`src/rtl/keypad_pkg.sv`:
```
// Shared key codes, row encodings and FSM states for the keypad scanner/decoder.
// Key codes are the values presented to the password logic; KEY_MULTI is internal only.
package keypad_pkg;

    localparam logic [3:0] KEY_0     = 4'd0;
    localparam logic [3:0] KEY_1     = 4'd1;
    localparam logic [3:0] KEY_2     = 4'd2;
    localparam logic [3:0] KEY_3     = 4'd3;
    localparam logic [3:0] KEY_4     = 4'd4;
    localparam logic [3:0] KEY_5     = 4'd5;
    localparam logic [3:0] KEY_6     = 4'd6;
    localparam logic [3:0] KEY_7     = 4'd7;
    localparam logic [3:0] KEY_8     = 4'd8;
    localparam logic [3:0] KEY_9     = 4'd9;
    localparam logic [3:0] KEY_STAR  = 4'd10;
    localparam logic [3:0] KEY_SHARP = 4'd11;
    localparam logic [3:0] KEY_MULTI = 4'd14;
    localparam logic [3:0] KEY_NONE  = 4'd15;

    localparam logic [3:0] ROW_0 = 4'b0001;
    localparam logic [3:0] ROW_1 = 4'b0010;
    localparam logic [3:0] ROW_2 = 4'b0100;
    localparam logic [3:0] ROW_3 = 4'b1000;

    typedef enum logic {
        ST_RELEASED = 1'b0,
        ST_HELD     = 1'b1
    } kp_state_t;

    // Only meaningful when exactly one column bit is set.
    function automatic logic [3:0] key_lookup(input logic [3:0] row_oh, input logic [2:0] col_oh);
        logic [1:0] c;
        logic [3:0] code;
        c = col_oh[2] ? 2'd2 : (col_oh[1] ? 2'd1 : 2'd0);
        case (row_oh)
            ROW_0:   code = (c == 2'd0) ? KEY_1    : ((c == 2'd1) ? KEY_2 : KEY_3);
            ROW_1:   code = (c == 2'd0) ? KEY_4    : ((c == 2'd1) ? KEY_5 : KEY_6);
            ROW_2:   code = (c == 2'd0) ? KEY_7    : ((c == 2'd1) ? KEY_8 : KEY_9);
            ROW_3:   code = (c == 2'd0) ? KEY_STAR : ((c == 2'd1) ? KEY_0 : KEY_SHARP);
            default: code = KEY_NONE;
        endcase
        return code;
    endfunction

endpackage

```
`src/rtl/keypad_decoder_if.sv`:
```
// Keypad matrix pins plus the decoded key event/status outputs.
// master = decoder side, slave = keypad matrix and key consumer side.
interface keypad_decoder_if;
    logic [2:0] col;
    logic [3:0] row;
    logic [3:0] key_code;
    logic       key_valid;
    logic       key_held;
    logic       key_release;

    modport master (
        input  col,
        output row, key_code, key_valid, key_held, key_release
    );

    modport slave (
        output col,
        input  row, key_code, key_valid, key_held, key_release
    );
endinterface

```
`src/rtl/keypad_row_scanner.sv`:
```
// Drives one-hot rows, each held for SCAN_DIV cycles; strobes on the last dwell cycle.
// Latency: free-running, frame_end every 4*SCAN_DIV cycles; no backpressure.
module keypad_row_scanner
    import keypad_pkg::*;
#(
    parameter int SCAN_DIV = 1000000
) (
    input  logic       clk,
    input  logic       init_n,
    output logic [3:0] row,
    output logic       sample_stb,
    output logic       frame_end
);

    localparam int            CW       = (SCAN_DIV > 1) ? $clog2(SCAN_DIV) : 1;
    localparam logic [CW-1:0] CNT_LAST = CW'(SCAN_DIV - 1);

    logic [CW-1:0] cnt_q;

    always_ff @(posedge clk or negedge init_n) begin
        if (!init_n) begin
            cnt_q <= '0;
            row   <= ROW_0;
        end else if (sample_stb) begin
            cnt_q <= '0;
            row   <= {row[2:0], row[3]};
        end else begin
            cnt_q <= cnt_q + CW'(1);
        end
    end

    // Sampling on the final dwell cycle gives the columns the longest settling time.
    assign sample_stb = (cnt_q == CNT_LAST);
    assign frame_end  = sample_stb & row[3];

endmodule

```
`src/rtl/keypad_decoder.sv`:
```
// Scans a 4x3 keypad, debounces whole frames and emits press/held/release events.
// Latency: press accepted within DEBOUNCE_SCANS+1 frames; no backpressure (events are pulses).
module keypad_decoder
    import keypad_pkg::*;
#(
    parameter int SCAN_DIV       = 1000000,
    parameter int DEBOUNCE_SCANS = 2
) (
    input  logic              clk,
    input  logic              init_n,
    keypad_decoder_if.master  kp
);

    localparam int            SW       = (DEBOUNCE_SCANS > 1) ? $clog2(DEBOUNCE_SCANS) : 1;
    localparam logic [SW-1:0] STAB_MAX = SW'(DEBOUNCE_SCANS - 1);

    logic [3:0] row_scan;
    logic       sample_stb;
    logic       frame_end;

    keypad_row_scanner #(
        .SCAN_DIV (SCAN_DIV)
    ) u_scanner (
        .clk        (clk),
        .init_n     (init_n),
        .row        (row_scan),
        .sample_stb (sample_stb),
        .frame_end  (frame_end)
    );

    // Frame accumulation: bit count saturates at 2, which already means MULTI.
    logic [1:0] acc_bits_q;
    logic [3:0] acc_code_q;
    logic [1:0] row_bits;
    logic [3:0] row_code;
    logic [2:0] bit_sum;
    logic [1:0] tot_bits;
    logic [3:0] merged_code;
    logic [3:0] frame_result;

    always_comb begin
        row_bits = 2'd0;
        case (kp.col)
            3'b000:                 row_bits = 2'd0;
            3'b001, 3'b010, 3'b100: row_bits = 2'd1;
            default:                row_bits = 2'd2;
        endcase
        row_code     = key_lookup(row_scan, kp.col);
        bit_sum      = {1'b0, acc_bits_q} + {1'b0, row_bits};
        tot_bits     = (bit_sum >= 3'd2) ? 2'd2 : bit_sum[1:0];
        merged_code  = (acc_bits_q == 2'd1) ? acc_code_q : row_code;
        frame_result = KEY_NONE;
        if (tot_bits == 2'd1) begin
            frame_result = merged_code;
        end else if (tot_bits == 2'd2) begin
            frame_result = KEY_MULTI;
        end
    end

    always_ff @(posedge clk or negedge init_n) begin
        if (!init_n) begin
            acc_bits_q <= 2'd0;
            acc_code_q <= KEY_NONE;
        end else if (sample_stb) begin
            if (frame_end) begin
                acc_bits_q <= 2'd0;
                acc_code_q <= KEY_NONE;
            end else begin
                acc_bits_q <= tot_bits;
                acc_code_q <= merged_code;
            end
        end
    end

    // Debounce across frames.
    logic [3:0]    cand_q;
    logic [SW-1:0] stab_q;
    logic [SW-1:0] stab_d;
    logic          stable;

    always_comb begin
        stab_d = '0;
        if (frame_result == cand_q) begin
            stab_d = (stab_q == STAB_MAX) ? stab_q : stab_q + SW'(1);
        end
        stable = frame_end && (stab_d == STAB_MAX);
    end

    always_ff @(posedge clk or negedge init_n) begin
        if (!init_n) begin
            cand_q <= KEY_NONE;
            stab_q <= '0;
        end else if (frame_end) begin
            cand_q <= frame_result;
            stab_q <= stab_d;
        end
    end

    // Press/release FSM; a held key locks out every other key until released.
    kp_state_t  state_q, state_d;
    logic [3:0] code_q, code_d;
    logic       held_q, held_d;
    logic       valid_q, valid_d;
    logic       rel_q, rel_d;

    always_comb begin
        state_d = state_q;
        code_d  = code_q;
        held_d  = held_q;
        valid_d = 1'b0;
        rel_d   = 1'b0;
        case (state_q)
            ST_RELEASED: begin
                if (stable && frame_result != KEY_NONE && frame_result != KEY_MULTI) begin
                    code_d  = frame_result;
                    valid_d = 1'b1;
                    held_d  = 1'b1;
                    state_d = ST_HELD;
                end
            end
            ST_HELD: begin
                if (stable && frame_result == KEY_NONE) begin
                    held_d  = 1'b0;
                    rel_d   = 1'b1;
                    state_d = ST_RELEASED;
                end
            end
            default: state_d = ST_RELEASED;
        endcase
    end

    always_ff @(posedge clk or negedge init_n) begin
        if (!init_n) begin
            state_q <= ST_RELEASED;
            code_q  <= KEY_NONE;
            held_q  <= 1'b0;
            valid_q <= 1'b0;
            rel_q   <= 1'b0;
        end else begin
            state_q <= state_d;
            code_q  <= code_d;
            held_q  <= held_d;
            valid_q <= valid_d;
            rel_q   <= rel_d;
        end
    end

    assign kp.row         = row_scan;
    assign kp.key_code    = code_q;
    assign kp.key_valid   = valid_q;
    assign kp.key_held    = held_q;
    assign kp.key_release = rel_q;

endmodule

```
`src/flat_wrapper.sv`:
```
// flat-port wrapper written by rule: the top's interface ports become plain ports
module keypad_decoder_flat import keypad_pkg::*;
#(
    parameter int SCAN_DIV       = 1000000,
    parameter int DEBOUNCE_SCANS = 2
)
  (clk, init_n, kp_col, kp_row, kp_key_code, kp_key_valid, kp_key_held, kp_key_release);
  keypad_decoder_if kp_i ();
  input  logic clk;
  input  logic init_n;
  input wire logic [$bits(kp_i.col)-1:0] kp_col;
  output wire logic [$bits(kp_i.row)-1:0] kp_row;
  output wire logic [$bits(kp_i.key_code)-1:0] kp_key_code;
  output wire logic [$bits(kp_i.key_valid)-1:0] kp_key_valid;
  output wire logic [$bits(kp_i.key_held)-1:0] kp_key_held;
  output wire logic [$bits(kp_i.key_release)-1:0] kp_key_release;
  assign kp_i.col = kp_col;
  assign kp_row = kp_i.row;
  assign kp_key_code = kp_i.key_code;
  assign kp_key_valid = kp_i.key_valid;
  assign kp_key_held = kp_i.key_held;
  assign kp_key_release = kp_i.key_release;
  keypad_decoder #(.SCAN_DIV(SCAN_DIV), .DEBOUNCE_SCANS(DEBOUNCE_SCANS)) u_core (.clk(clk), .init_n(init_n), .kp(kp_i));
endmodule
```
`config.mk`:
```
export PLATFORM = sky130hd
export DESIGN_NAME = keypad_decoder_flat
export DESIGN_NICKNAME = d
export VERILOG_FILES = /design/src/rtl/keypad_pkg.sv /design/src/rtl/keypad_decoder_if.sv /design/src/rtl/keypad_row_scanner.sv /design/src/rtl/keypad_decoder.sv /design/src/flat_wrapper.sv
export SDC_FILE = /design/constraint.sdc
export NUM_CORES = 1
export LEC_CHECK = 0
export CAP_MARGIN = 40
export CORE_MARGIN = 5
export CORE_UTILIZATION = 28
export CTS_BUF_LIST = sky130_fd_sc_hd__clkbuf_4 sky130_fd_sc_hd__clkbuf_8
export CTS_CLUSTER_DIAMETER = 150
export DETAILED_ROUTE_END_ITERATION = 8
export GPL_TIMING_DRIVEN = 0
export HOLD_SLACK_MARGIN = 0.08
export PLACE_DENSITY = 0.43
export SLEW_MARGIN = 20
export SYNTH_ARGS = -nofsm -noshare
export SYNTH_HDL_FRONTEND = slang
export SYNTH_SLANG_ARGS = --single-unit
```
`constraint.sdc`:
```
create_clock -name clk -period 3.03 [get_ports clk]
set_input_delay 0.606 -clock clk [delete_from_list [all_inputs] [get_ports clk]]
set_output_delay 0.606 -clock clk [all_outputs]
set_load 0.1 [all_outputs]
```
* Yosys cells after proc, flatten, opt, wreduce, memory -nomap -nowiden
Cells that the tools add are included.
** Word-level totals
- Register bits :: 43
- Output and inout port bits :: 11
- Logic and storage cells :: 74
** Cells by class
- $add $sub $neg :: 3
- Magnitude comparators :: 1
- Equality and inequality tests :: 18
- Multiplexer cells :: 30
- Bitwise operators :: 2
- Reductions and logical operators :: 9
** Operator list (count)
- 4-bit 2-to-1 mux :: 8
- 20-bit by 1-bit adder with 20-bit output, second input constant :: 1
- 20-bit == test, second input constant :: 1
- 20-bit 2-to-1 mux :: 1
- 4-bit one-hot mux with 4 select lines :: 1
- 1-bit 2-to-1 mux :: 13
- 4-bit == test, second input constant :: 2
- 2-bit 2-to-1 mux :: 4
- 4-bit inequality test, second input constant :: 2
- 2-bit by 1-bit == test with 1-bit output, second input constant :: 3
- 4-bit by 1-bit == test with 1-bit output, second input constant :: 1
- 4-bit by 2-bit == test with 1-bit output, second input constant :: 1
- 4-bit by 3-bit == test with 1-bit output, second input constant :: 1
- 4-bit == test :: 1
- 1-bit logical AND :: 4
- 1-bit one-hot mux with 2 select lines :: 2
- 2-bit one-hot mux with 2 select lines :: 1
- 2-bit AND reduction :: 2
- 2-bit by 2-bit adder with 3-bit output :: 1
- 3-bit by 1-bit == test with 1-bit output, second input constant :: 1
- 3-bit by 2-bit == test with 1-bit output, second input constant :: 1
- 3-bit == test, second input constant :: 1
- 3-bit by 2-bit >= comparator with 1-bit output, second input constant :: 1
- 3-bit zero test :: 1
- other kinds (8) :: 8

* Logic depth before layout (Yosys ltp)
- Depth in word-level cells :: 16
- Depth in mapped cells :: 13

* Cells and area by module
Synthesis repeated with hierarchy kept, for this count alone.
** Unflattened totals
- Cells, all modules :: 238
- Area total of the unflattened synthesis :: 2394.8 um^2
** By module, submodules not included
- keypad_decoder :: times used 1, cells an instance 138, area each 1288.7 um^2
- keypad_row_scanner :: times used 1, cells an instance 100, area each 1106.1 um^2

* Worst setup path after synthesis
OpenSTA, ideal clock, no wires.
- Kind :: input to register
- Start point :: in kp_col[2]
- End point :: reg u_core.rel_q (netlist: u_core.kp.key_release)
- Setup time :: 0.095 ns
- Arrival :: 3.403 ns
- Data required time :: 2.935 ns
- Path slack :: -0.468 ns
- Stages :: 12
- Path buffers :: 1
- Path through :: clkbuf_1 xor2_1 o21a_1 ha_1 fa_1 nor2_1 nand3_1 or3b_1 o21ai_2 xnor2_1 or4_1 nor4b_2
** Between the ends
- Cells in the longest elaborated chain, start to end :: 15
- Elaborated cells on any way between the ends :: 33
- Those cells by class :: add/sub (1); order compare (1); eq/ne (8); mux (18); reduce/logical (5)
** RTL lines
- start, declared :: line flat_wrapper.sv:11 : input wire logic [$bits(kp_i.col)-1:0] kp_col;
- 3-bit by 1-bit == test with 1-bit output, or another cell as far along :: line keypad_decoder.sv:43 : case (kp.col)
- 3-bit OR reduction :: line keypad_decoder.sv:43
- 2-bit one-hot mux with 2 select lines :: line keypad_decoder.sv:43
- 2-bit by 2-bit adder with 3-bit output :: line keypad_decoder.sv:49 : bit_sum = {1'b0, acc_bits_q} + {1'b0, row_bits};
- 3-bit by 2-bit >= comparator with 1-bit output :: line keypad_decoder.sv:50 : tot_bits = (bit_sum >= 3'd2) ? 2'd2 : bit_sum[1:0];
- 2-bit 2-to-1 mux :: line keypad_decoder.sv:50
- 2-bit == test :: line keypad_decoder.sv:55 : end else if (tot_bits == 2'd2) begin
- 1-bit 2-to-1 mux :: line keypad_decoder.sv:55
- 4-bit 2-to-1 mux * :: line keypad_decoder.sv:53 : if (tot_bits == 2'd1) begin
- 4-bit == test :: line keypad_decoder.sv:83 : if (frame_result == cand_q) begin
- 1-bit 2-to-1 mux :: line keypad_decoder.sv:83
- 1-bit logical AND :: line keypad_decoder.sv:86 : stable = frame_end && (stab_d == STAB_MAX);
- 1-bit logical AND * :: line keypad_decoder.sv:122 : if (stable && frame_result == KEY_NONE) begin
- 1-bit 2-to-1 mux * :: line keypad_decoder.sv:122
- 1-bit 2-to-1 mux * :: line keypad_decoder.sv:112 : case (state_q)
- net u_core.rel_d :: line keypad_decoder.sv:104 : logic rel_q, rel_d;
- end signal, assigned :: line keypad_decoder.sv:144 : rel_q <= rel_d;
- end, declared :: line keypad_decoder.sv:104
Mark *: on every way through the listed nets, which the timed path passes. The rest lies on a longest branch.
A chain may end at the register's enable or synchronous reset.

* Worst setup path in the final report
- Start point :: in kp_col[2]
- End point :: reg u_core.code_q[2] (netlist: u_core.kp.key_code[2])
** Between the ends
- Cells in the longest elaborated chain, start to end :: 15
- Elaborated cells on any way between the ends :: 34
- Those cells by class :: add/sub (1); order compare (1); eq/ne (9); mux (16); reduce/logical (7)
** RTL lines
- 3-bit by 1-bit == test with 1-bit output, or another cell as far along :: line keypad_decoder.sv:43
- 3-bit OR reduction :: line keypad_decoder.sv:43
- 2-bit one-hot mux with 2 select lines :: line keypad_decoder.sv:43
- 2-bit by 2-bit adder with 3-bit output :: line keypad_decoder.sv:49
- 3-bit by 2-bit >= comparator with 1-bit output :: line keypad_decoder.sv:50
- 2-bit 2-to-1 mux :: line keypad_decoder.sv:50
- 2-bit == test :: line keypad_decoder.sv:55
- 1-bit 2-to-1 mux :: line keypad_decoder.sv:55
- 4-bit 2-to-1 mux * :: line keypad_decoder.sv:53
- 4-bit == test :: line keypad_decoder.sv:83
- 1-bit 2-to-1 mux :: line keypad_decoder.sv:83
- 1-bit logical AND :: line keypad_decoder.sv:86
- 1-bit logical AND (2 in series) :: line keypad_decoder.sv:114 : if (stable && frame_result != KEY_NONE && frame_result != KEY_MULTI) begin
- 2-bit AND reduction (no line)
- end signal, assigned :: line keypad_decoder.sv:141 : code_q <= code_d;
- end, declared :: line keypad_decoder.sv:101 : logic [3:0] code_q, code_d;
Every way passes the cells marked *; elsewhere a longest branch is shown, timed or not.

==> flow_summary.yaml <==
finish:
  final_area_mm2: 0.00307
  drive_gt1_frac: 0.231
  layout_common_cells: "dfrtp_1, nand2_1, nor2_1"
  area_growth_pct: 31.3
  final_net_count: 288
  layout.cells.non_filler: 386
  diodes: 0
  fill_cells: 828
  final_common_cell: "dfrtp_1"
global_routing:
  grt_use_total: 0.116
  grt_start_max_net_pins: 30
  met2_usage: 0.191
  antenna_found_initial: 0
  busiest_layer: "met2"
  grtUsageMet3: 0.0269
  grt_pass1_vias: 1907
  grt_pass1_wl_um: 9420
  grt_overflow: 0
  grtUsageMet1: 0.153
power:
  p_leak_uw: 0.00134
  clockPowerShare: 0.423
  power.switching_uw: 234
  power.share.combinational: 0.058
  swShare: 0.216
  p_int_uw: 852
  max-vdd-ir-drop_uv: 182
  power.density_mw_per_mm2: 354
  seqPwrFrac: 0.519
routing:
  wl_um: 5330
  drtAntennaViolNets: 0
  drc: 0
  routedWlPerCell_um: 13.8
  first_pass_iters: 5
  drtIter0Drc: 70
  num_vias: 1843
  viasPerCell: 4.77
synthesis:
  synth_fa_ha_area_frac: 0.0193
  synth_edf_count: 0
  synth-xor-area-share: 0.0975
  synth_cells: 241
  yosysWarnings: 0
  dominantRegCellSynth: "dfrtp_1"
  ys_seq_area_frac: 0.457
  synth_top_family_by_area: "simple AND/OR/NAND/NOR gates"
  muxShareOfSynthArea: 0.0193
  ys_ff_latch: 42
  synthSimpleGateAreaFrac: 0.248
  avgSynthCellArea_um2: 9.69
  synth_fp_nets: 249
  syn-cell-area_mm2: 0.00233
  ys_types: 54
  async_flop_share: 1.00
  synth-compound-area-share: 0.128
placement:
  place_area_mm2: 0.00284
  dpl.cell_count: 373
  io_buffers: 15
  gp_routability_congestion: 0.753
  place_ws_ns: -1.14
  dp.final_hpwl_um: 3910
run_status:
  violations: "negative setup slack"
  status: "finished, violations left"
timing:
  max_freq_mhz: 319
  finalWorstSetupSlack_ns: -0.108
  fin_crit_ns: 3.14
  worst_slew_pin_slew_ns: 0.597
  totalNegativeSetupSlack_ns: -0.529
  finalHoldViolations: 0
  finClkSkew_ns: 0.00493
  slew_viol_final: 0
  fin_crit_sh: 1.04
  rsz0062_at_grt: "yes"
  setup_violations: 6
  max_slew_margin: 0.598
cts:
  root_buffer: "clkbuf_8"
  cts_inserted_buffers: 5
  tritoncts: "done"
  cts_htree_levels: 2
  clock_sinks: 42
  insertion_delay_ns: 0.29
  cts.clk_slew.worst_paths_ns: 0.08
  clk_path_buf_depth: 2
worst_hold_path:
  min_path_type: "in2async"
floorplan:
  core_mm2: 0.00818
  rows: 33
  fp.dieW_um: 101
  die_height_um: 101
  io_pins: 16
  dieArea_mm2: 0.0103
  start_util: 0.286
setup_path:
  reg2reg_depth: 11
  r2r_slack_ns: 0.20
  path_class: "in2reg"
  reg2reg_from: "u_core.acc_bits_q[0]"
  cp.arrival_ns: 3.37
  startpoint_type: "primary input"
  worstSetupEndpointType: "flop"
  crit_start: "kp_col[2]"
  cp.required_ns: 3.26
  path_max_fanout: 4
job:
  drv_cap: 0
worst max-delay path, stage by stage:
cell       delay (ns)
buf_12           0.11
xor2_1           0.15
o21a_1           0.17
ha_2             0.17
fa_2             0.45
nor2_4           0.16
nand3_2          0.07
or3b_4           0.40
o21ai_4          0.21
xnor2_4          0.10
buf_6            0.12
nand4bb_1        0.20
buf_6            0.16
mux2_4           0.28
cell usage after synthesis (all sizes together) (3+ instances only):
master	count	area [µm²]
a21oi	7	35.0
and2	5	31.3
and3	9	56.3
buf	4	27.5
clkbuf	7	26.3
dfrtp	29	726
dfstp	13	342
inv	5	18.8
mux2i	3	30.0
nand2	25	93.8
nand2b	4	25.0
nand3	11	55.1
nand4	4	25.0
nor2	25	93.8
nor3	3	15.0
nor4b	3	32.5
o21ai	11	58.8
o22a	5	43.8
o31ai	3	22.5
or3	3	18.8
xnor2	14	123
xor2	12	105
flip-flops by register name (all words and copies together), names as in the netlist:
register and flops:
u_core.acc_bits_q 2, u_core.acc_code_q 4, u_core.cand_q 4, u_core.kp.key_code 4, u_core.kp.key_held 1, u_core.kp.key_release 1, u_core.kp.key_valid 1, u_core.state_q 1
u_core.u_scanner.cnt_q 20, u_core.u_scanner.row 4
metal layers:
layer / share of wire / wire length [µm]
met1: 0.47 / 2500
met2: 0.50 / 2640
met3: 0.031 / 164
met4: 0.0041 / 22
met5: 0 / 0
metrics by stage:
| step | total power (µW) | hold WS (ns) | utilization |
|---|---|---|---|
| after floorplan | 604 | 0.310 | - |
| after global routing | 1140 | 0.221 | 0.375 |
| after global placement | 630 | 0.460 | 0.325 |
| final | 1090 | 0.216 | 0.375 |
| after detailed placement | 634 | 0.460 | 0.347 |
| after CTS | 1100 | 0.218 | 0.370 |
power by group through the flow:
stage / Sequential [µW] / Combinational (µW) / Clock [µW]
detailed placement: 574 / 59.4 / 0
global route: 564 / 71.7 / 509
finish: 564 / 63.4 / 459
CTS: 564 / 59.7 / 480
global placement: 574 / 56.1 / 0
floorplan: 574 / 30.2 / 0
logic make-up (layout without fill, tap and decap cells):
| kind of cell | after synthesis | after routing |
|---|---|---|
| buffers and inverters | 16 | 56 |
| DFF | 42 | 42 |
| adders and majority gates | 3 | 3 |
| xor gates and xnor gates | 26 | 26 |
| AOI/OAI and AO/OA | 42 | 42 |
| and+or+nand+nor | 108 | 108 |
| muxes | 4 | 4 |
final timing paths:
| check | to |
|---|---|
| max | u_core.kp.key_code[2] |
| min | u_core.kp.key_valid |
| max reg2reg | u_core.kp.key_code[2] |
| min reg2reg | u_core.kp.key_code[3] |
| max in group asynchronous | u_core.acc_code_q[2] |
| min in group clk | u_core.kp.key_code[3] |
cell type report:
type / instances / area, µm² / area share
multi-input combinational: 183 / 1280 / 0.417
timing repair buffer: 33 / 402 / 0.131
tap: 105 / 131 / 0.0429
clock buffer: 7 / 83.8 / 0.0273
inverter: 5 / 18.8 / 0.00612
buffer: 10 / 53.8 / 0.0176
clock inverter: 1 / 30.0 / 0.00980
sequential: 42 / 1070 / 0.348
timing repair:
action	CTS	global route
hold buffers	0	0
setup buffers	6	0
endpoints found under the setup margin	9	8
resized for setup	24	9
pin swaps	11	9
Power figures use the tool's default switching activity.
